### config.mk
export PLATFORM = sky130hd
export DESIGN_NAME = inst_loader_flat
export DESIGN_NICKNAME = d
export VERILOG_FILES = /design/src/rtl/inst_loader_if.sv /design/src/rtl/inst_loader.sv /design/src/flat_wrapper.sv
export SDC_FILE = /design/constraint.sdc
export NUM_CORES = 1
export LEC_CHECK = 0
export BUFFER_PORTS_ARGS = -buffer_cell sky130_fd_sc_hd__buf_2
export CAP_MARGIN = 20
export CORE_ASPECT_RATIO = 0.7
export CORE_UTILIZATION = 54
export CTS_CLUSTER_DIAMETER = 100
export DETAILED_ROUTE_END_ITERATION = 10
export GPL_TIMING_DRIVEN = 1
export PLACE_DENSITY = 0.84
export SLEW_MARGIN = 20
export SYNTH_ARGS = -nofsm -noshare
export SYNTH_HDL_FRONTEND = slang
export SYNTH_SLANG_ARGS = --single-unit
export TNS_END_PERCENT = 1
### constraint.sdc
create_clock -name CLK -period 2.29 [get_ports CLK]
set_input_delay 0.229 -clock CLK [delete_from_list [all_inputs] [get_ports CLK]]
set_output_delay 0.229 -clock CLK [all_outputs]
set_load 0.02 [all_outputs]
### src/rtl/inst_loader_if.sv
// Host byte-stream link into the instruction loader: valid/ready handshake.
// The host drives data and valid; the loader answers with ready.
interface inst_loader_if;
    logic [7:0] RxData;
    logic       RxValid;
    logic       RxReady;

    modport master (output RxData, output RxValid, input RxReady);
    modport slave  (input RxData, input RxValid, output RxReady);
endinterface

### src/rtl/inst_loader.sv
// Boot-time loader: assembles big-endian 16-bit words from a byte stream into instruction RAM
// and holds the CPU in reset until the image is in place. Define CHECKSUM_EN to verify a trailing 16-bit sum.
module inst_loader #(
    parameter int unsigned ADDR_W = 8
) (
    input  logic              CLK,
    input  logic              start,
    inst_loader_if.slave      rx,
    output logic              InstWrite,
    output logic [ADDR_W-1:0] InstWrAddress,
    output logic [15:0]       InstWrData,
    output logic              CpuStart,
    output logic              Loaded,
    output logic              LoadError,
    output logic [ADDR_W:0]   WordCount
);

    localparam int unsigned DEPTH = 1 << ADDR_W;

    typedef enum logic [2:0] {
        LEN_HI,
        LEN_LO,
        DATA_HI,
        DATA_LO,
`ifdef CHECKSUM_EN
        CSUM_HI,
        CSUM_LO,
`endif
        DONE,
        ERROR
    } state_t;

    state_t          state, state_n;
    logic [7:0]      hi_byte;
    logic [ADDR_W:0] n_words;
    logic [15:0]     rx_word;
    logic            xfer;
    logic            last_word;
`ifdef CHECKSUM_EN
    logic [15:0]     csum;
`endif

    assign xfer      = rx.RxValid && rx.RxReady;
    assign rx_word   = {hi_byte, rx.RxData};
    // WordCount still holds the index of the word being completed
    assign last_word = (WordCount + (ADDR_W+1)'(1)) == n_words;

    always_comb begin
        state_n = state;
        if (xfer) begin
            unique case (state)
                LEN_HI:  state_n = LEN_LO;
                LEN_LO: begin
                    if (32'(rx_word) > DEPTH)
                        state_n = ERROR;
                    else if (rx_word == 16'h0000)
`ifdef CHECKSUM_EN
                        state_n = CSUM_HI;
`else
                        state_n = DONE;
`endif
                    else
                        state_n = DATA_HI;
                end
                DATA_HI: state_n = DATA_LO;
                DATA_LO: begin
                    if (!last_word)
                        state_n = DATA_HI;
                    else
`ifdef CHECKSUM_EN
                        state_n = CSUM_HI;
`else
                        state_n = DONE;
`endif
                end
`ifdef CHECKSUM_EN
                CSUM_HI: state_n = CSUM_LO;
                CSUM_LO: state_n = (rx_word == csum) ? DONE : ERROR;
`endif
                default: state_n = state;
            endcase
        end
    end

    always_ff @(posedge CLK) begin
        if (start) begin
            state         <= LEN_HI;
            rx.RxReady    <= 1'b1;
            InstWrite     <= 1'b0;
            InstWrAddress <= '0;
            InstWrData    <= '0;
            CpuStart      <= 1'b1;
            Loaded        <= 1'b0;
            LoadError     <= 1'b0;
            WordCount     <= '0;
            hi_byte       <= '0;
            n_words       <= '0;
`ifdef CHECKSUM_EN
            csum          <= '0;
`endif
        end else begin
            state      <= state_n;
            rx.RxReady <= (state_n != DONE) && (state_n != ERROR);
            Loaded     <= (state_n == DONE);
            LoadError  <= (state_n == ERROR);
            // Released one edge after DONE so the last write has landed first
            CpuStart   <= (state != DONE);
            InstWrite  <= 1'b0;
            if (xfer) begin
                unique case (state)
                    LEN_LO:  n_words <= (ADDR_W+1)'(rx_word);
                    DATA_LO: begin
                        InstWrite     <= 1'b1;
                        InstWrAddress <= WordCount[ADDR_W-1:0];
                        InstWrData    <= rx_word;
                        WordCount     <= WordCount + (ADDR_W+1)'(1);
`ifdef CHECKSUM_EN
                        csum          <= csum + rx_word;
`endif
                    end
                    default: hi_byte <= rx.RxData;
                endcase
            end
        end
    end

endmodule

### src/flat_wrapper.sv
// flat-port wrapper written by rule: the top's interface ports become plain ports
module inst_loader_flat 
#(
    parameter int unsigned ADDR_W = 8
)
  (CLK, start, InstWrite, InstWrAddress, InstWrData, CpuStart, Loaded, LoadError, WordCount, rx_RxData, rx_RxValid, rx_RxReady);
  inst_loader_if rx_i ();
  input  logic CLK;
  input  logic start;
  output logic InstWrite;
  output logic [ADDR_W-1:0] InstWrAddress;
  output logic [15:0] InstWrData;
  output logic CpuStart;
  output logic Loaded;
  output logic LoadError;
  output logic [ADDR_W:0] WordCount;
  input wire logic [$bits(rx_i.RxData)-1:0] rx_RxData;
  input wire logic [$bits(rx_i.RxValid)-1:0] rx_RxValid;
  output wire logic [$bits(rx_i.RxReady)-1:0] rx_RxReady;
  assign rx_i.RxData = rx_RxData;
  assign rx_i.RxValid = rx_RxValid;
  assign rx_RxReady = rx_i.RxReady;
  inst_loader #(.ADDR_W(ADDR_W)) u_core (.CLK(CLK), .start(start), .rx(rx_i), .InstWrite(InstWrite), .InstWrAddress(InstWrAddress), .InstWrData(InstWrData), .CpuStart(CpuStart), .Loaded(Loaded), .LoadError(LoadError), .WordCount(WordCount));
endmodule
==> Word level (Yosys, flattened, before mapping) <==
Index checks and enable logic that the tools add are counted.
{ "word_totals": {"n_memories": 0, "ram_bits": 0, "input_bits": 11, "out_inout_bits": 38, "romBits": 0, "elab_cells": 39, "register_bits": 58, "latchBits": 0} }
{ "classes": {"shifts": 0, "div": 0, "multipliers": 0, "add_sub_neg": 1, "n_eq_ne": 9, "bitwise_logic": 2, "n_lt_le_gt_ge": 1, "reduce_logical": 9, "muxes": 6} }
{ "op_table": {"columns": ["cell", "count"], "rows": [
  ["$gt 16x9->1 const B", 1],
  ["$logic_not 16->1", 1],
  ["$mux 3", 4],
  ["$pmux 3 s4", 1],
  ["$add 9x1->9 const B", 1],
  ["$eq 9x9->1", 1],
  ["$ne 3x3->1 const B", 3],
  ["$eq 3x2->1 const B", 2],
  ["$eq 3x3->1 const B", 2],
  ["$reduce_and 2->1", 3],
  ["$reduce_or 2->1", 2],
  ["$eq 3x1->1 const B", 1],
  ["$logic_not 3->1", 1],
  ["$logic_and 1x1->1", 2],
  ["$not 1->1", 2],
  ["$mux 1", 1]
]} }

==> Depth between registers and ports, before layout <==
Gate-level depths: netlist (run 1).
{ "logic_depth": {"ltp_word": 7, "ltp_mapped": 6, "ltp_nobuf": 6} }

==> Worst setup path after synthesis (run 1) <==
Ideal clock, no wire load.
{ "synth_timing": {"path_type": "reg-to-reg", "from": "register u_core.WordCount[0]", "to": "register u_core.Loaded", "path_stages_with_launch": 7, "path_buffers": 0, "synth_period_minus_slack_ns": 2.121, "t_arrival_ns": 2.062, "setup_time_ns": 0.059, "required_ns": 2.231, "setup_slack_ns": 0.169, "cell_sequence": "dfxtp_1 -> ha_1 -> nand3_1 -> or3_4 -> a2111oi_4 -> and4_4 -> a32o_2"} }
{ "synth_between": {"elab_chain_len": 6} }
{ "synth_lines": {"columns": ["element", "line", "source"], "rows": [
  ["start, declared", "inst_loader.sv:15", "output logic [ADDR_W:0] WordCount"],
  ["start signal, assigned", "inst_loader.sv:116", "WordCount <= WordCount + (ADDR_W+1)'(1);"],
  ["$add 9x1->9", "inst_loader.sv:46", "assign last_word = (WordCount + (ADDR_W+1)'(1)) == n_words;"],
  ["$eq 9x9->1", "inst_loader.sv:46", null],
  ["$mux 3", "inst_loader.sv:67", "if (!last_word)"],
  ["$pmux 3 s4", "inst_loader.sv:51", "unique case (state)"],
  ["$mux 3", "inst_loader.sv:50", "if (xfer) begin"],
  ["$eq 3x3->1", "inst_loader.sv:104", "Loaded <= (state_n == DONE);"],
  ["end signal, assigned", "inst_loader.sv:104", null],
  ["end, declared", "inst_loader.sv:13", "output logic Loaded,"]
]} }
No other way between the ends.
A chain may end at the register's enable or synchronous reset.

==> Worst setup path in the final report (run 1) <==
{ "layout_timing": {"from": "register u_core.WordCount[1]", "to": "register u_core.Loaded"} }
Same word-level chain as after synthesis.

==> flow_metrics.env, run 1 <==
export IMPL_power_per_cell_area_nw_per_um2=745.5
export IMPL_antenna_left=0
export IMPL_routabilityCongestion=0.8770
export IMPL_worst_setup_path_type="flip-flop to flip-flop"
export IMPL_cts_root_buffer_cell="sky130_fd_sc_hd__clkbuf_8"
export IMPL_crit_path_max_fanout=7
export IMPL_clock_path_buffers=2
export IMPL_met1_usage_pct=33.53
export IMPL_worst_hold_path_num_cells=3
export IMPL_fin_ws_ns=0.1681
export IMPL_ioPinCount=49
export IMPL_global_route_wire_length_before_repair_um=9439
export IMPL_buffer_ports_inserted=48
export IMPL_final_util_pct=67.16
export IMPL_grt_met2_usage_pct=40.26
export IMPL_hold_path_startpoint="rx_RxData[4]"
export IMPL_layout_common_cells="sky130_fd_sc_hd__dfxtp_1, sky130_fd_sc_hd__nand2_1, sky130_fd_sc_hd__buf_2, sky130_fd_sc_hd__nor2_1, sky130_fd_sc_hd__a21oi_1"
export IMPL_ys_flop_type="sky130_fd_sc_hd__dfxtp_1"
export IMPL_worst_r2r_cell_count=6
export IMPL_grt_util_met3_pct=11.47
export IMPL_globalRoute_busiestLayer="met2"
export IMPL_final_max_slew_violation_count=0
export IMPL_crit_path_start_kind="flip-flop"
export IMPL_layout_net_count=341
export IMPL_global_route_usage_total_pct=26.61
export IMPL_post_drt_via_cell_ratio=5.608
export IMPL_slew_headroom_pct=55.59
export IMPL_syn_cell_area_um2=2454
export IMPL_die_footprint_um2=4821
export IMPL_period_needed_ns=2.122
export IMPL_fmax_mhz=471.3
export IMPL_timing_clock_skew_ns=0.005809
export IMPL_routedWlPerCell_um=14.69
export IMPL_synth_top_cells_by_area="sky130_fd_sc_hd__dfxtp_1, sky130_fd_sc_hd__nand2_1, sky130_fd_sc_hd__mux2i_1"
export IMPL_critical_path_max_stage_delay_ns=0.42
export IMPL_status="finished clean"
export IMPL_wl_um=5700
export IMPL_unrepaired_setup_endpoints_after_global_routing="false"
export IMPL_clock_latency_ns=0.34
export IMPL_numClockSinks=58
export IMPL_cts_resized=0
export IMPL_synth_top_area_share_pct=47.32
export IMPL_tritoncts_clock_tree="done"
export IMPL_setup_viol=0
export IMPL_maxCapViolations=0
export IMPL_detailroute_via_count=2176
export IMPL_synth_top_cell_by_area="sky130_fd_sc_hd__dfxtp_1"
export IMPL_cts_buffers_inserted=9
export IMPL_timing_critical_path_arrival_ns=2.41
export IMPL_worstPathCellList="ha_1, nand3_1, or3_4, a2111oi_4, and4_4, a32o_2"
export IMPL_place_area_um2=2739
export IMPL_synth_cells=280
export IMPL_clk_transition_reported_paths_ns=0.06
export IMPL_grt_max_degree=33
export IMPL_fp_dieW_um=82.57
export IMPL_drt_first_pass_iters=5
export IMPL_starting_utilization_of_the_core_area_pct=56.35
export IMPL_synth_seq_area_share_pct=47.32
export IMPL_timing_critical_path_to_type="flip-flop"
export IMPL_drc=0
export IMPL_final_hold_viol_count=0
export IMPL_tightestPinTransition_ns=0.6661
export IMPL_count_of_flip_flops_with_a_built_in_enable_after_synthesis=0
export IMPL_post_cts_repair_setup_buffers=0
export IMPL_drtIter0Drc=140
export IMPL_p_leak_nw=1.166
export IMPL_design_power_total_mw=2.180
export IMPL_ir_worst_vdd_mv=0.5607
export IMPL_fillCellCount=399
export IMPL_die_height_um=58.40
export IMPL_timing_critical_path_slowest_stage_cell="sky130_fd_sc_hd__or3_4"
export IMPL_layout_area_overhead_vs_synth_pct=19.17
export IMPL_first_global_vias=2056
export IMPL_worstSetupStartpoint="u_core.WordCount[1]"
export IMPL_cts_htree_levels=3
export IMPL_ys_ff_latch=58
export IMPL_fraction_of_final_layout_cells_sized_beyond_drive_strength_1_pct=23.42
export IMPL_insertedDiodeCount=0
export IMPL_placement_rows=20
export IMPL_dp_final_hpwl_um=3969
export IMPL_pre_cts_ws_ns=0.1934
export IMPL_syn_area_per_cell_um2=8.763
export IMPL_min_period_over_period_pct=92.66
export IMPL_crit_required_ns=2.58
export IMPL_ctsHoldBuffers=0
export IMPL_synth_warnings=0
export IMPL_final_common_cell="sky130_fd_sc_hd__dfxtp_1"
export IMPL_fin_tns_setup_ns=0
export IMPL_core_area_um2=4354
export IMPL_worst_r2r_startpoint="u_core.WordCount[1]"
export IMPL_ys_types=45
export IMPL_number_of_antenna_violations_at_the_first_check_in_global_routing=0
export IMPL_path_type_of_the_worst_min_delay_path="primary input to flip-flop"
export IMPL_async_flop_share_pct=0
export IMPL_synth_net_count=292
export IMPL_post_route_cell_area_um2=2924
export IMPL_grt_overflow=0
## cells by family (layout without fill, tap and decap cells)
logic type	count (synthesis)	after routing	share of synthesized area [%]
adders and majority gates	1	1	0.5099
and+or+nand+nor	125	125	24.63
xor gates and xnor gates	16	16	5.712
muxes	17	17	6.935
DFF	58	58	47.32
buffers and inverters	18	71	3.110
AOI/OAI and AO/OA	45	45	11.78
## area by class of cell
type                            instances  area (um^2)  share of cell area (%)
Tap cell                               55        68.82                   2.353
Clock inverter                          3        40.04                   1.369
Sequential cell                        58         1161                   39.71
Inverter                                2        7.507                  0.2567
Multi-Input combinational cell        204         1216                   41.59
Timing Repair Buffer                   54        285.3                   9.756
Clock buffer                           12        145.1                   4.964
## report_power, final
group | total [mW] | switching, mW | leakage, nW | internal, mW
Sequential | 1.07 | 0.0313 | 0.470 | 1.04
Clock | 0.889 | 0.367 | 0.0962 | 0.522
Combinational | 0.216 | 0.131 | 0.600 | 0.0858
## metal layers
metal  vias up  share of wire, %
met5         -                 0
met4         0               2.2
met3        17               7.3
met2        85                46
met1      1023                45
li1       1051                 -
## critical path: cells and delay by family (launching register included)
family / cells / cell delay, ns
and+or+nand+nor: 3 / 0.85
DFF: 1 / 0.39
adders and majority gates: 1 / 0.30
AOI/OAI and AO/OA: 2 / 0.53
## per-stage QoR
stage	instances	hold WS, ns
after floorplan	280	0.3597
after global placement	373	0.4383
after detailed placement	373	0.4444
after CTS	388	0.1513
after global routing	388	0.1671
final	388	0.1548
## Yosys cell counts (2+ instances only)
cell type	number
sky130_fd_sc_hd__dfxtp_1	58
sky130_fd_sc_hd__or4_1	4
sky130_fd_sc_hd__nand2_1	57
sky130_fd_sc_hd__or3_1	2
sky130_fd_sc_hd__buf_4	2
sky130_fd_sc_hd__and2_1	2
sky130_fd_sc_hd__o21ai_0	4
sky130_fd_sc_hd__nor4_2	2
sky130_fd_sc_hd__nand3_1	8
sky130_fd_sc_hd__mux2i_1	17
sky130_fd_sc_hd__a21oi_1	25
sky130_fd_sc_hd__nor2_1	31
sky130_fd_sc_hd__o21a_1	2
sky130_fd_sc_hd__xnor2_1	13
sky130_fd_sc_hd__clkbuf_1	12
sky130_fd_sc_hd__nor3_1	5
sky130_fd_sc_hd__or3_4	2
sky130_fd_sc_hd__a31oi_1	3
sky130_fd_sc_hd__xor2_1	3
sky130_fd_sc_hd__inv_1	2
sky130_fd_sc_hd__nor2b_1	2
## flip-flops by register name, indices dropped and copies added, names as in the netlist
name and flops:
u_core.LoadError 1, u_core.InstWrData 16, u_core.hi_byte 8, u_core.InstWrite 1
u_core.rx.RxReady 1, u_core.n_words 9, u_core.state 3, u_core.Loaded 1
u_core.CpuStart 1, u_core.WordCount 9, u_core.InstWrAddress 8
## path summary, 6_finish.rpt
kind,endpoint,slack (ns)
max reg2reg,u_core.Loaded,0.17
max,u_core.Loaded,0.17
min reg2reg,u_core.InstWrAddress[6],0.45
min,u_core.InstWrData[4],0.15
No activity file was read; power rests on OpenSTA's default activity.
==> run 2: changes to the inputs <==
- CAP_MARGIN: 20 -> not set
- CORE_MARGIN: not set -> 5
- GPL_TIMING_DRIVEN: 1 -> 0
==> run 2 against run 1 <==
Sequential share of layout area decreased by 0.72 points. Power increased by 7.3%. Wire length increased by 5.3%. Non-clock buffer count increased by 9. Register-to-register slack improved by 0.02 ns. Final cell count increased by 2.6%. Global-route usage decreased by 5.4 points. Sequential power about the same. Maximum frequency increased by 0.94%. Via count about the same. Critical path depth decreased by 1. Clock power increased by 18%.
==> flow_metrics.env, run 2 (same netlist as run 1, synthesis figures left out) <==
export IMPL_grt_max_degree=11
export IMPL_number_of_antenna_violations_at_the_first_check_in_global_routing=0
export IMPL_dp_final_hpwl_um=4238
export IMPL_worst_r2r_startpoint="u_core.hi_byte[4]"
export IMPL_pre_cts_ws_ns=0.1249
export IMPL_worst_setup_path_type="flip-flop to flip-flop"
export IMPL_global_route_usage_total_pct=21.25
export IMPL_crit_path_start_kind="flip-flop"
export IMPL_timing_critical_path_to_type="flip-flop"
export IMPL_starting_utilization_of_the_core_area_pct=56.03
export IMPL_p_leak_nw=1.176
export IMPL_fillCellCount=354
export IMPL_clock_latency_ns=0.35
export IMPL_status="finished clean"
export IMPL_post_drt_via_cell_ratio=5.472
export IMPL_unrepaired_setup_endpoints_after_global_routing="false"
export IMPL_crit_required_ns=2.52
export IMPL_tritoncts_clock_tree="done"
export IMPL_timing_critical_path_arrival_ns=2.33
export IMPL_path_type_of_the_worst_min_delay_path="primary input to flip-flop"
export IMPL_post_cts_repair_setup_buffers=0
export IMPL_final_max_slew_violation_count=0
export IMPL_fraction_of_final_layout_cells_sized_beyond_drive_strength_1_pct=23.03
export IMPL_detailroute_via_count=2178
export IMPL_crit_buf_inv=0
export IMPL_cts_root_buffer_cell="sky130_fd_sc_hd__clkbuf_8"
export IMPL_ir_worst_vdd_mv=0.6588
export IMPL_timing_rr_end="u_core.Loaded"
export IMPL_fin_tns_setup_ns=0
export IMPL_largest_register_ff_count=16
export IMPL_cts_htree_levels=3
export IMPL_core_area_um2=4379
export IMPL_cts_buffers_inserted=9
export IMPL_critical_path_top_delay_family="simple AND/OR/NAND/NOR gates"
export IMPL_maxCapViolations=0
export IMPL_routabilityCongestion=0.8042
export IMPL_first_global_vias=2120
export IMPL_timing_clock_skew_ns=0.009385
export IMPL_fp_dieW_um=90.57
export IMPL_worst_r2r_cell_count=5
export IMPL_fin_ws_ns=0.1878
export IMPL_clk_transition_reported_paths_ns=0.07
export IMPL_drtIter0Drc=152
export IMPL_worstPathCellList="or4_1, nor4_2, nand4b_2, and2_1, a32o_2"
export IMPL_hold_path_startpoint="start"
export IMPL_slew_headroom_pct=56.37
export IMPL_insertedDiodeCount=0
export IMPL_antenna_left=0
export IMPL_numClockSinks=58
export IMPL_layout_area_overhead_vs_synth_pct=21.52
export IMPL_routedWlPerCell_um=15.08
export IMPL_placement_rows=20
export IMPL_regToRegSetupSlack_ns=0.19
export IMPL_min_period_over_period_pct=91.80
export IMPL_drt_first_pass_iters=4
export IMPL_worst_hold_path_num_cells=3
export IMPL_die_footprint_um2=6013
export IMPL_drc=0
export IMPL_setup_viol=0
export IMPL_final_hold_viol_count=0
export IMPL_layout_net_count=350
export IMPL_top_register="u_core.InstWrData"
export IMPL_biggestRegsByFlops="u_core.InstWrData x16, u_core.WordCount x9, u_core.n_words x9"
export IMPL_die_height_um=66.40
export IMPL_timing_critical_path_slowest_stage_cell="sky130_fd_sc_hd__or4_1"
export IMPL_fmax_mhz=475.7
export IMPL_crit_path_max_fanout=4
export IMPL_tightestPinTransition_ns=0.6544
export IMPL_critical_path_max_stage_delay_ns=0.57
export IMPL_layout_common_cells="sky130_fd_sc_hd__nand2_1, sky130_fd_sc_hd__dfxtp_1, sky130_fd_sc_hd__buf_2, sky130_fd_sc_hd__nor2_1, sky130_fd_sc_hd__a21oi_1"
export IMPL_power_per_cell_area_nw_per_um2=784.3
export IMPL_wl_um=6001
export IMPL_ioPinCount=49
export IMPL_grt_overflow=0
export IMPL_hold_critical_path_endpoint="u_core.CpuStart"
export IMPL_global_route_wire_length_before_repair_um=10020
export IMPL_clock_path_buffers=2
export IMPL_design_power_total_mw=2.338
export IMPL_buffer_ports_inserted=48
export IMPL_period_needed_ns=2.102
## run 2: worst min-delay path, cell delays in order
cell,delay [ns]
sky130_fd_sc_hd__buf_2,0.09
sky130_fd_sc_hd__nor2_1,0.06
sky130_fd_sc_hd__nand3b_1,0.07
## run 2: worst max path at each step
| stage | startpoint | depth (start not counted) | end | slack, ns |
|---|---|---|---|---|
| after floorplan | u_core.WordCount[0] | 6 | u_core.Loaded | 0.17 |
| after global placement | u_core.WordCount[0] | 6 | u_core.Loaded | 0.15 |
| after detailed placement | u_core.WordCount[0] | 6 | u_core.Loaded | 0.12 |
| after CTS | u_core.WordCount[0] | 6 | u_core.Loaded | 0.07 |
| after global routing | u_core.WordCount[1] | 6 | u_core.state[2] | 0.08 |
| final | u_core.hi_byte[4] | 5 | u_core.Loaded | 0.19 |
## run 2: layer usage
layer,GRT usage [%],routed length [um],vias up
li1,-,-,1077
met1,26.74,2742,1026
met2,33.24,2784,64
met3,8.987,405,11
met4,6.320,69,0
met5,0,0,-
## run 2: repair_timing
action                                  CTS  global route
hold buffers                              0             0
endpoints found under the setup margin    0             8
gates resized for setup                   0             2
## run 2: power breakdown
part           internal [mW]  switching (mW)  total (mW)
registers               1.04          0.0294        1.07
logic                 0.0869           0.133       0.220
clock network          0.638           0.408        1.05
## run 2: final cells by class
cell class,count,area [um^2],share of cell area [%]
Tap cell,55,68.82,2.308
Inverter,2,7.507,0.2518
Clock buffer,11,141.4,4.742
Sequential cell,58,1162,38.98
Buffer,15,65.06,2.182
Timing Repair Buffer,48,240.2,8.057
Clock inverter,5,77.57,2.602
Multi-Input combinational cell,204,1219,40.87
## run 2: through the flow
stage                     std cells  hold slack [ns]  utilization (%)  area [um^2]
after floorplan                 280           0.3597                -         2454
after global routing            398           0.1472            68.09         2982
after detailed placement        383           0.4430            63.09         2763
after global placement          383           0.4384            63.09         2763
after CTS                       399           0.1288            68.09         2982
final                           398           0.1367            68.09         2982
